### src/rtl/maxmin_accum.sv
// Running-min accumulator behind the max-min reduction unit: folds KSTEPS beats into one result.
// Optional stall counter port and logic are enabled by defining MAXMIN_ACC_PERF_EN.
module maxmin_accum #(
  parameter int unsigned W      = 16,
  parameter int unsigned KSTEPS = 4,
  parameter int unsigned CNT_W  = 8
) (
  input  logic         clk,
  input  logic         rst,
  input  logic         start,
  input  logic         c_use,
  input  logic [W-1:0] c_in,
  input  logic         in_valid,
  output logic         in_ready,
  input  logic [W-1:0] in_data,
  output logic [W-1:0] e_out,
  output logic         acc_valid,
  input  logic         acc_ready,
  output logic [W-1:0] acc_data,
`ifdef MAXMIN_ACC_PERF_EN
  output logic [15:0]  stall_cnt,
`endif
  output logic         busy
);

  typedef enum logic [1:0] {StIdle, StAcc, StOut} state_e;

  localparam logic [CNT_W-1:0] LastCnt = CNT_W'(KSTEPS - 1);

  state_e             state_q, state_d;
  logic   [W-1:0]     acc_q, acc_d;
  logic   [CNT_W-1:0] cnt_q, cnt_d;
  logic   [W-1:0]     init_val;
  logic               start_acc;
  logic               beat;

  assign init_val  = c_use ? c_in : {W{1'b1}};
  // A start is only honoured from IDLE or on the cycle the result is handed off.
  assign start_acc = start & ((state_q == StIdle) | ((state_q == StOut) & acc_ready));
  assign beat      = in_valid & (state_q == StAcc);

  always_comb begin
    state_d = state_q;
    acc_d   = acc_q;
    cnt_d   = cnt_q;
    unique case (state_q)
      StIdle: begin
        if (start_acc) begin
          acc_d   = init_val;
          cnt_d   = '0;
          state_d = StAcc;
        end
      end
      StAcc: begin
        if (beat) begin
          if (in_data <= acc_q) acc_d = in_data;
          cnt_d = cnt_q + 1'b1;
          if (cnt_q == LastCnt) state_d = StOut;
        end
      end
      StOut: begin
        if (acc_ready) begin
          if (start_acc) begin
            acc_d   = init_val;
            cnt_d   = '0;
            state_d = StAcc;
          end else begin
            state_d = StIdle;
          end
        end
      end
      default: state_d = StIdle;
    endcase
  end

  always_ff @(posedge clk or posedge rst) begin
    if (rst) begin
      state_q <= StIdle;
      acc_q   <= '0;
      cnt_q   <= '0;
    end else begin
      state_q <= state_d;
      acc_q   <= acc_d;
      cnt_q   <= cnt_d;
    end
  end

  assign in_ready  = (state_q == StAcc);
  assign acc_valid = (state_q == StOut);
  assign busy      = (state_q != StIdle);
  assign e_out     = acc_q;
  assign acc_data  = acc_q;

`ifdef MAXMIN_ACC_PERF_EN
  logic [15:0] stall_q, stall_d;
  logic        stall_cyc;

  assign stall_cyc = ((state_q == StAcc) & ~in_valid) | ((state_q == StOut) & ~acc_ready);

  always_comb begin
    stall_d = stall_q;
    if (start_acc) begin
      stall_d = '0;
    end else if (stall_cyc && (stall_q != 16'hFFFF)) begin
      stall_d = stall_q + 16'd1;
    end
  end

  always_ff @(posedge clk or posedge rst) begin
    if (rst) begin
      stall_q <= '0;
    end else begin
      stall_q <= stall_d;
    end
  end

  assign stall_cnt = stall_q;
`endif

endmodule

### config.mk
export PLATFORM = sky130hd
export DESIGN_NAME = maxmin_accum
export DESIGN_NICKNAME = d
export VERILOG_FILES = /design/src/rtl/maxmin_accum.sv
export SDC_FILE = /design/constraint.sdc
export NUM_CORES = 1
export LEC_CHECK = 0
export CAP_MARGIN = 0
export CELL_PAD_IN_SITES_DETAIL_PLACEMENT = 2
export CELL_PAD_IN_SITES_GLOBAL_PLACEMENT = 2
export CORE_MARGIN = 3
export CORE_UTILIZATION = 23
export DETAILED_ROUTE_END_ITERATION = 10
export PLACE_DENSITY = 0.79
export SYNTH_ARGS = -nofsm -noshare
export SYNTH_HDL_FRONTEND = slang
export SYNTH_SLANG_ARGS = --single-unit
### constraint.sdc
create_clock -name clk -period 2.2 [get_ports clk]
set_clock_uncertainty 0.15 [all_clocks]
set_input_delay 0.55 -clock clk [delete_from_list [all_inputs] [get_ports clk]]
set_output_delay 0.55 -clock clk [all_outputs]
set_load 0.005 [all_outputs]
After elaboration in Yosys (flattened, before gate mapping) --
Cells that the tools add are included.
Word-level totals: register bits after elaboration 26, output and inout bits 35, word-level logic and storage cells 39, bits of input ports 38
Operators by class: add/sub/neg operators 1, bitwise operators 4, magnitude comparators 1, multiplexer cells 16, eq/ne operators 8, reductions and logical operators 6
Operators with widths (number):
- $mux 16 | 5
- $pmux 16 s3 | 1
- $mux 8 | 3
- $pmux 8 s3 | 1
- $le 16x16->1 | 1
- $add 8x1->8 const B | 1
- $eq 8x2->1 const B | 1
- $mux 2 | 4
- $ne 2x1->1 const B | 4
- $reduce_and 4->1 | 2
- $pmux 2 s3 | 1
- $and 1x1->1 | 3
- $reduce_and 3->1 | 1
- $reduce_bool 3->1 | 1
- $eq 2x1->1 const B | 1
- $eq 2x2->1 const B | 1
- $logic_not 2->1 | 1
- $ne 2x2->1 const B | 1
- $reduce_bool 2->1 | 1
- $mux 1 | 1
- $or 1x1->1 | 1

Logic depth before layout (Yosys ltp) --
Gate-level depths: netlist (run 1).
depth after elaboration 7, gate-level depth with buffers 8, depth with buffers taken out 7

Worst setup path before layout (run 1) --
OpenSTA, ideal clock, no wires.
path type input -> register, start input port in_data[13], end register acc_q[0] (netlist: acc_data[0]), library setup time 0.125 ns, buffers on the path 0, path slack -0.240 ns, required time 1.925 ns, arrival 2.165 ns, stages 6, cells stage by stage ha_1 > nand4_2 > o221a_2 > o311ai_4 > o31ai_4 > mux2_4
On the way: cells in the longest elaborated chain, start to end 3
RTL lines:
- from (decl) | RTL line 15 | input logic [W-1:0] in_data,
- $le 16x16->1 | RTL line 56 | if (in_data <= acc_q) acc_d = in_data;
- $ne 2x1->1 (no source line)
- $reduce_and 4->1 (no source line)
- to (signal assigned) | RTL line 79 | acc_q <= '0;
- to (signal assigned) | RTL line 83 | acc_q <= acc_d;
- to (decl) | RTL line 31 | logic [W-1:0] acc_q, acc_d;
Every way passes these cells. A chain may end at the register's enable or synchronous reset.

Worst setup path after layout (run 1) --
start input port in_data[15], end register acc_q[0] (netlist: acc_data[0])
Same word-level chain as after synthesis.

==> out/metrics.cfg, run 1 <==
[grt]
overflow = 0
antenna_found_initial = 0
grt_max_degree = 27
grt_usage_pct = 14.5
grt_pass1_wl_mm = 11.1
grt_pass1_vias = 2130

[synthesis]
synth_fp_nets = 249
synthCells = 194
ys_types = 37
seq_area_frac_synth_pct = 34.1
async_reset_ff_share_pct = 100
synth_edf_count = 0
synth_area_um2 = 1910
ys_ff_latch = 26
ys_warn_count = 0
avgSynthCellArea_um2 = 9.82
synthFlopType = dfrtp_1

[min_path]
worstHoldStart = cnt_q[0]
hold_class = reg2reg
hold_depth = 1
hold_path_end = cnt_q[0]

[final_layout]
fillers = 827
syn2layout_area_growth_pct = 65.8
diodes = 0
final_cell_area_um2 = 3160
final_util_pct = 40.1
drive_gt1_share_pct = 31.4
layout.nets = 339

[route]
drt_iter0_markers = 36
wl_mm = 6.77
viasPerCell = 4.68
route.detailed.drc = 0
wl_per_cell_um = 17.6
drt.antenna.violating_nets = 0
first_pass_iters = 3
vias = 1800

[setup_path]
ff2ff_path_depth = 8
path_delay_family = buffers and inverters
cp_cell_sequence = clkdlybuf4s15_2 > ha_4 > nand4_4 > buf_4 > a211oi_4 > o31ai_4 > buf_6 > mux2_4
start_kind = input port
rr_startpoint = acc_data[10]
reg2reg_to = acc_data[0]
worstPathRequired_ns = 2.22
r2r_setup_slack_ns = -0.01
endpoint_kind = flip-flop
crit_path_max_fanout = 5
worstSetupPathType = in2reg
arrival_ns = 2.26
critPathMaxStageDelay_ns = 0.30
slowest_stage = ha_4
crit_buf_inv = 3

[timing]
report.final.slew_viol_count = 0
fin_crit_sh_pct = 102
tightest_slew_ns = 0.439
slew_headroom_pct = 70.7
hold_violations = 0
tns_ns = -0.108
setup_viol = 6
max_clock_freq_mhz = 446
min_period_ns = 2.24
worst_slack_ns = -0.0421
rsz0062_at_grt = true

[cts]
ctsHoldBuffers = 0
insertion_delay_ns = 0.28
ctsLongestPathBuffers = 2
clock-root-buffer = clkbuf_8
cts.clk_slew.worst_paths_ns = 0.10
numCtsBuffers = 3
tritoncts = yes
clock_sinks = 26
htreeDepth = 1

[die]
die_y_um = 97.0
core_area_um2 = 7890
pin_count = 73
initial_core_util_pct = 24.2
dieWidth_um = 97.0
dieArea_um2 = 9410
rows = 32

[run_status]
status = complete, but fails checks
violations = negative setup slack

[pwr]
ir_worst_vdd_uv = 400
power_w = 0.00407
powerDensity_nw_per_um2 = 1290
p_leak_nw = 1.33

[placement]
routabilityCongestion = 0.758
placed_area_um2 = 2860
place_ws_ns = -0.637
port_buffers = 72
dp_hpwl_mm = 4.76

[job]
drv_cap = 0

-- stage by stage --
stage | hold slack, ns | std cells
after floorplan | 0.328 | 194
after global placement | 0.350 | 365
after detailed placement | 0.358 | 365
after CTS | 0.386 | 378
after global routing | 0.413 | 385
final | 0.377 | 385
-- worst max-delay path by stage --
stage / startpoint / to / slack, ns / cells past startpoint
after floorplan: in_data[1] / acc_data[0] / -0.04 / 6
after global placement: in_data[1] / acc_data[0] / -0.57 / 7
after detailed placement: in_data[9] / acc_data[13] / -0.64 / 8
after CTS: in_data[14] / acc_data[8] / 0.005 / 9
after global routing: acc_data[14] / acc_data[5] / -0.11 / 9
final: in_data[15] / acc_data[0] / -0.04 / 8
-- where the power goes --
group	internal (W)	switching [W]
registers	0.000683	0.000174
clock network	0.000160	0.000166
logic	0.00165	0.00124
total	0.00249	0.00158
-- logic make-up (layout without fill, tap and decap cells) --
| kind of cell | after synthesis | count (layout) | share of synthesized area (%) |
|---|---|---|---|
| AO/OA/AOI/OAI | 49 | 49 | 18.6 |
| XOR/XNOR | 5 | 5 | 2.30 |
| adder cells (fa/ha/maj) | 17 | 17 | 11.2 |
| buffers and inverters | 42 | 131 | 12.0 |
| flip-flops | 26 | 26 | 34.1 |
| multiplexers | 17 | 17 | 9.19 |
| AND/OR/NAND/NOR | 38 | 38 | 12.6 |
-- per-layer routing --
layer | share of wire [%] | wire length [µm] | global-route usage, %
met4 | 1.3 | 87 | 2.92
met2 | 55 | 3740 | 27.8
met3 | 3.0 | 200 | 2.09
met5 | 0 | 0 | 0
met1 | 41 | 2740 | 17.0
-- synthesized netlist by cell type, types with 2 or more instances --
cell type | n | share of area, %
or2b_1 | 2 | 0.79
nand4_1 | 5 | 1.6
nand3_1 | 3 | 0.79
inv_1 | 21 | 4.1
buf_4 | 16 | 6.3
a21boi_0 | 12 | 4.7
nand3b_1 | 4 | 1.6
nand2_1 | 6 | 1.2
xnor2_1 | 2 | 0.92
nor2_1 | 6 | 1.2
a21oi_1 | 7 | 1.8
xor2_1 | 3 | 1.4
nor4bb_1 | 2 | 1.1
dfrtp_1 | 26 | 34
o21ai_0 | 20 | 5.3
a21o_1 | 2 | 0.79
nor4_1 | 2 | 0.66
nor2b_1 | 2 | 0.66
mux2i_1 | 16 | 8.4
clkbuf_1 | 4 | 0.79
ha_1 | 17 | 11
-- layout by cell type, fill, tap and decap left out, drive strengths merged, types with 2 or more instances in the layout --
| cell | instances |
|---|---|
| ha | 17 |
| xor2 | 3 |
| nand2 | 6 |
| nand3b | 4 |
| dlygate4sd2 | 6 |
| a21oi | 7 |
| mux2i | 16 |
| nor2 | 6 |
| nor4bb | 2 |
| nand3 | 3 |
| buf | 35 |
| nand4 | 6 |
| nor2b | 3 |
| nor4 | 2 |
| or2b | 2 |
| inv | 21 |
| o21ai | 21 |
| clkdlybuf4s15 | 9 |
| clkbuf | 7 |
| xnor2 | 2 |
| dfrtp | 26 |
| a21o | 2 |
| a21boi | 12 |
| clkdlybuf4s50 | 52 |
-- cell type report --
type | instances | area (µm²) | area share, %
flip-flops and latches | 26 | 651 | 20.6
well taps | 102 | 128 | 4.04
inverters | 21 | 78.8 | 2.50
repair buffers | 106 | 988 | 31.3
clock buffers | 4 | 55.1 | 1.74
multi-input cells | 126 | 1260 | 39.8
-- state kept, by name, summed over array words and instances, names as in the netlist --
| signal | cells |
|---|---|
| acc_data | 16 |
| cnt_q | 8 |
| state_q | 2 |
-- timing repair --
action / CTS / global route
pin swaps: 20 / 7
endpoints found under the setup margin: 17 / 18
gates cloned: 0 / 0
buffers inserted: 9 / 7
gates resized for setup: 55 / 20
Power figures use the tool's default switching activity.
==> inputs of run 2 (changes only) <==
- TNS_END_PERCENT: unset -> 1
==> out/metrics.cfg, run 2 (synthesized netlist as in run 1, its figures left out) <==
[setup_path]
ff2ff_path_depth = 9  ; +1
slowest_stage = dfrtp_1
endpoint_kind = flip-flop
critPathMaxStageDelay_ns = 0.41  ; +0.11 ns
crit_path_max_fanout = 8  ; +3
cp_cell_sequence = inv_2 > ha_4 > nor2b_4 > o211ai_1 > a2111oi_4 > o31ai_4 > buf_6 > buf_12 > mux2i_1
path_delay_family = compound AO/OA/AOI/OAI gates
crit_buf_inv = 3  ; unchanged
worstSetupPathType = reg2reg
worstPathRequired_ns = 2.25  ; +0.03 ns
cp.depth = 9  ; +1
start_kind = flip-flop
r2r_setup_slack_ns = -0.05  ; -0.04 ns
arrival_ns = 2.30  ; +0.04 ns

[cts]
insertion_delay_ns = 0.28  ; about the same
htreeDepth = 1  ; unchanged
clock-root-buffer = clkbuf_8
clock_sinks = 26  ; unchanged
ctsLongestPathBuffers = 2  ; unchanged
cts.clk_slew.worst_paths_ns = 0.10  ; about the same
numCtsBuffers = 3  ; unchanged
tritoncts = yes

[die]
dieWidth_um = 97.0  ; unchanged
pin_count = 73  ; unchanged
rows = 32  ; unchanged
die_y_um = 97.0  ; unchanged
initial_core_util_pct = 24.2  ; unchanged
dieArea_um2 = 9410  ; unchanged
core_area_um2 = 7890  ; unchanged

[pwr]
p_sw_share_pct = 38.8  ; +0.056 points
powerDensity_nw_per_um2 = 1280  ; -0.72%
comb_power_share_pct = 69.7  ; -1.2 points
p_leak_nw = 1.30  ; -2.6%
power_frac_clock_pct = 8.4  ; +0.4 points
ir_worst_vdd_uv = 410  ; +2.5%
p_int_w = 0.00241  ; -3.3%
p_sw_w = 0.00153  ; -3.1%
pwr-share-seq_pct = 21.9  ; +0.8 points

[route]
vias = 1766  ; -1.9%
route.detailed.drc = 0  ; unchanged
drt_iter0_markers = 36  ; unchanged
first_pass_iters = 4  ; +1
drt.antenna.violating_nets = 0  ; unchanged
wl_per_cell_um = 17.3  ; -1.7%
viasPerCell = 4.67  ; about the same
wl_mm = 6.53  ; -3.5%

[timing]
setup_viol = 11  ; +5
report.final.slew_viol_count = 0  ; unchanged
slew_headroom_pct = 71.0  ; +0.30 points
fin_crit_sh_pct = 102  ; +0.24 points
hold_violations = 0  ; unchanged
worst_slack_ns = -0.0474  ; -0.00533 ns
max_clock_freq_mhz = 445  ; -0.24%
rsz0062_at_grt = true
tns_ns = -0.244  ; -0.136 ns
tightest_slew_ns = 0.435  ; -0.00450 ns
min_period_ns = 2.25  ; +0.00533 ns

[final_layout]
syn2layout_area_growth_pct = 61.6
layout.nets = 332  ; -2.1%
multiInputGateArea_um2 = 1240  ; -1.3%
ff_latch_area_um2 = 651  ; unchanged
fillers = 828  ; +0.12%
drive_gt1_share_pct = 28.3  ; -3.2 points
final_cell_mix = clkdlybuf4s50_1 (53), dfrtp_1 (26), buf_4 (22)
mostFrequentLayoutCell = clkdlybuf4s50_1
largest_register_ffs = 16  ; unchanged
diodes = 0  ; unchanged
fin_cells = 378  ; -1.8%

[placement]
port_buffers = 72  ; unchanged
routabilityCongestion = 0.758  ; unchanged
placed_cells = 365  ; unchanged
dp_hpwl_mm = 4.76  ; unchanged

[grt]
grt_max_degree = 27  ; unchanged
grt_pass1_wl_mm = 10.8  ; -2.5%
grt_usage_pct = 14.1  ; -0.43 points
overflow = 0  ; unchanged
antenna_found_initial = 0  ; unchanged
grt_pass1_vias = 2081  ; -2.3%

[run_status]
violations = negative setup slack
status = complete, but fails checks

[job]
drv_cap = 0  ; unchanged

[min_path]
hold_depth = 1  ; unchanged
hold_class = reg2reg

run 2: layout make-up:
| cell class | count | share of cell area, % |
|---|---|---|
| multi-input combinational | 126 | 40.3 |
| timing repair buffer | 99 | 30.0 |
| sequential | 26 | 21.1 |
| tap | 102 | 4.14 |
| inverter | 21 | 2.56 |
| clock buffer | 4 | 1.79 |
run 2: power groups by stage:
stage	Clock, W	Sequential, W	Combinational (W)
2_1_floorplan	0	0.000850	0.00142
3_3_place_gp	0	0.000855	0.00237
3_5_place_dp	0	0.000864	0.00246
4_1_cts	0.000339	0.000864	0.00266
5_1_grt	0.000362	0.000899	0.00301
6_report	0.000333	0.000861	0.00274
run 2: final timing paths:
kind / start / to
worst max-delay path: acc_data[1] / acc_data[10]
worst min-delay path: cnt_q[0] / cnt_q[0]
worst max register to register: acc_data[1] / acc_data[10]
worst min register to register: cnt_q[0] / cnt_q[0]
max in group asynchronous: rst / cnt_q[0]
min in group asynchronous: rst / acc_data[7]
run 2: metal layers:
| layer | vias up | routed length, µm | track usage [%] |
|---|---|---|---|
| met2 | 41 | 3630 | 27.0 |
| met1 | 890 | 2660 | 16.7 |
| met4 | 0 | 46 | 2.27 |
| li1 | 831 | - | - |
| met3 | 4 | 195 | 1.95 |
| met5 | - | 0 | 0 |
run 2: metrics by stage:
step                setup WS (ns)  util [%]  instance area (µm²)  hold WS (ns)  total power (W)
CTS                      -0.00531      38.6                 3040         0.386          0.00387
finish                    -0.0474      39.0                 3080         0.378          0.00394
floorplan                 -0.0402         -                 2010         0.328          0.00227
global route               -0.152      39.0                 3080         0.405          0.00428
global placement           -0.566      36.2                 2860         0.350          0.00323
detailed placement         -0.637      36.2                 2860         0.358          0.00332
run 2: repair_timing:
| item | 4_1_cts | 5_1_grt |
|---|---|---|
| pin swaps | 19 | 9 |
| hold buffers | 0 | 0 |
| gates resized for setup | 52 | 14 |
| setup endpoints to repair | 17 | 18 |
| buffers inserted | 7 | 2 |
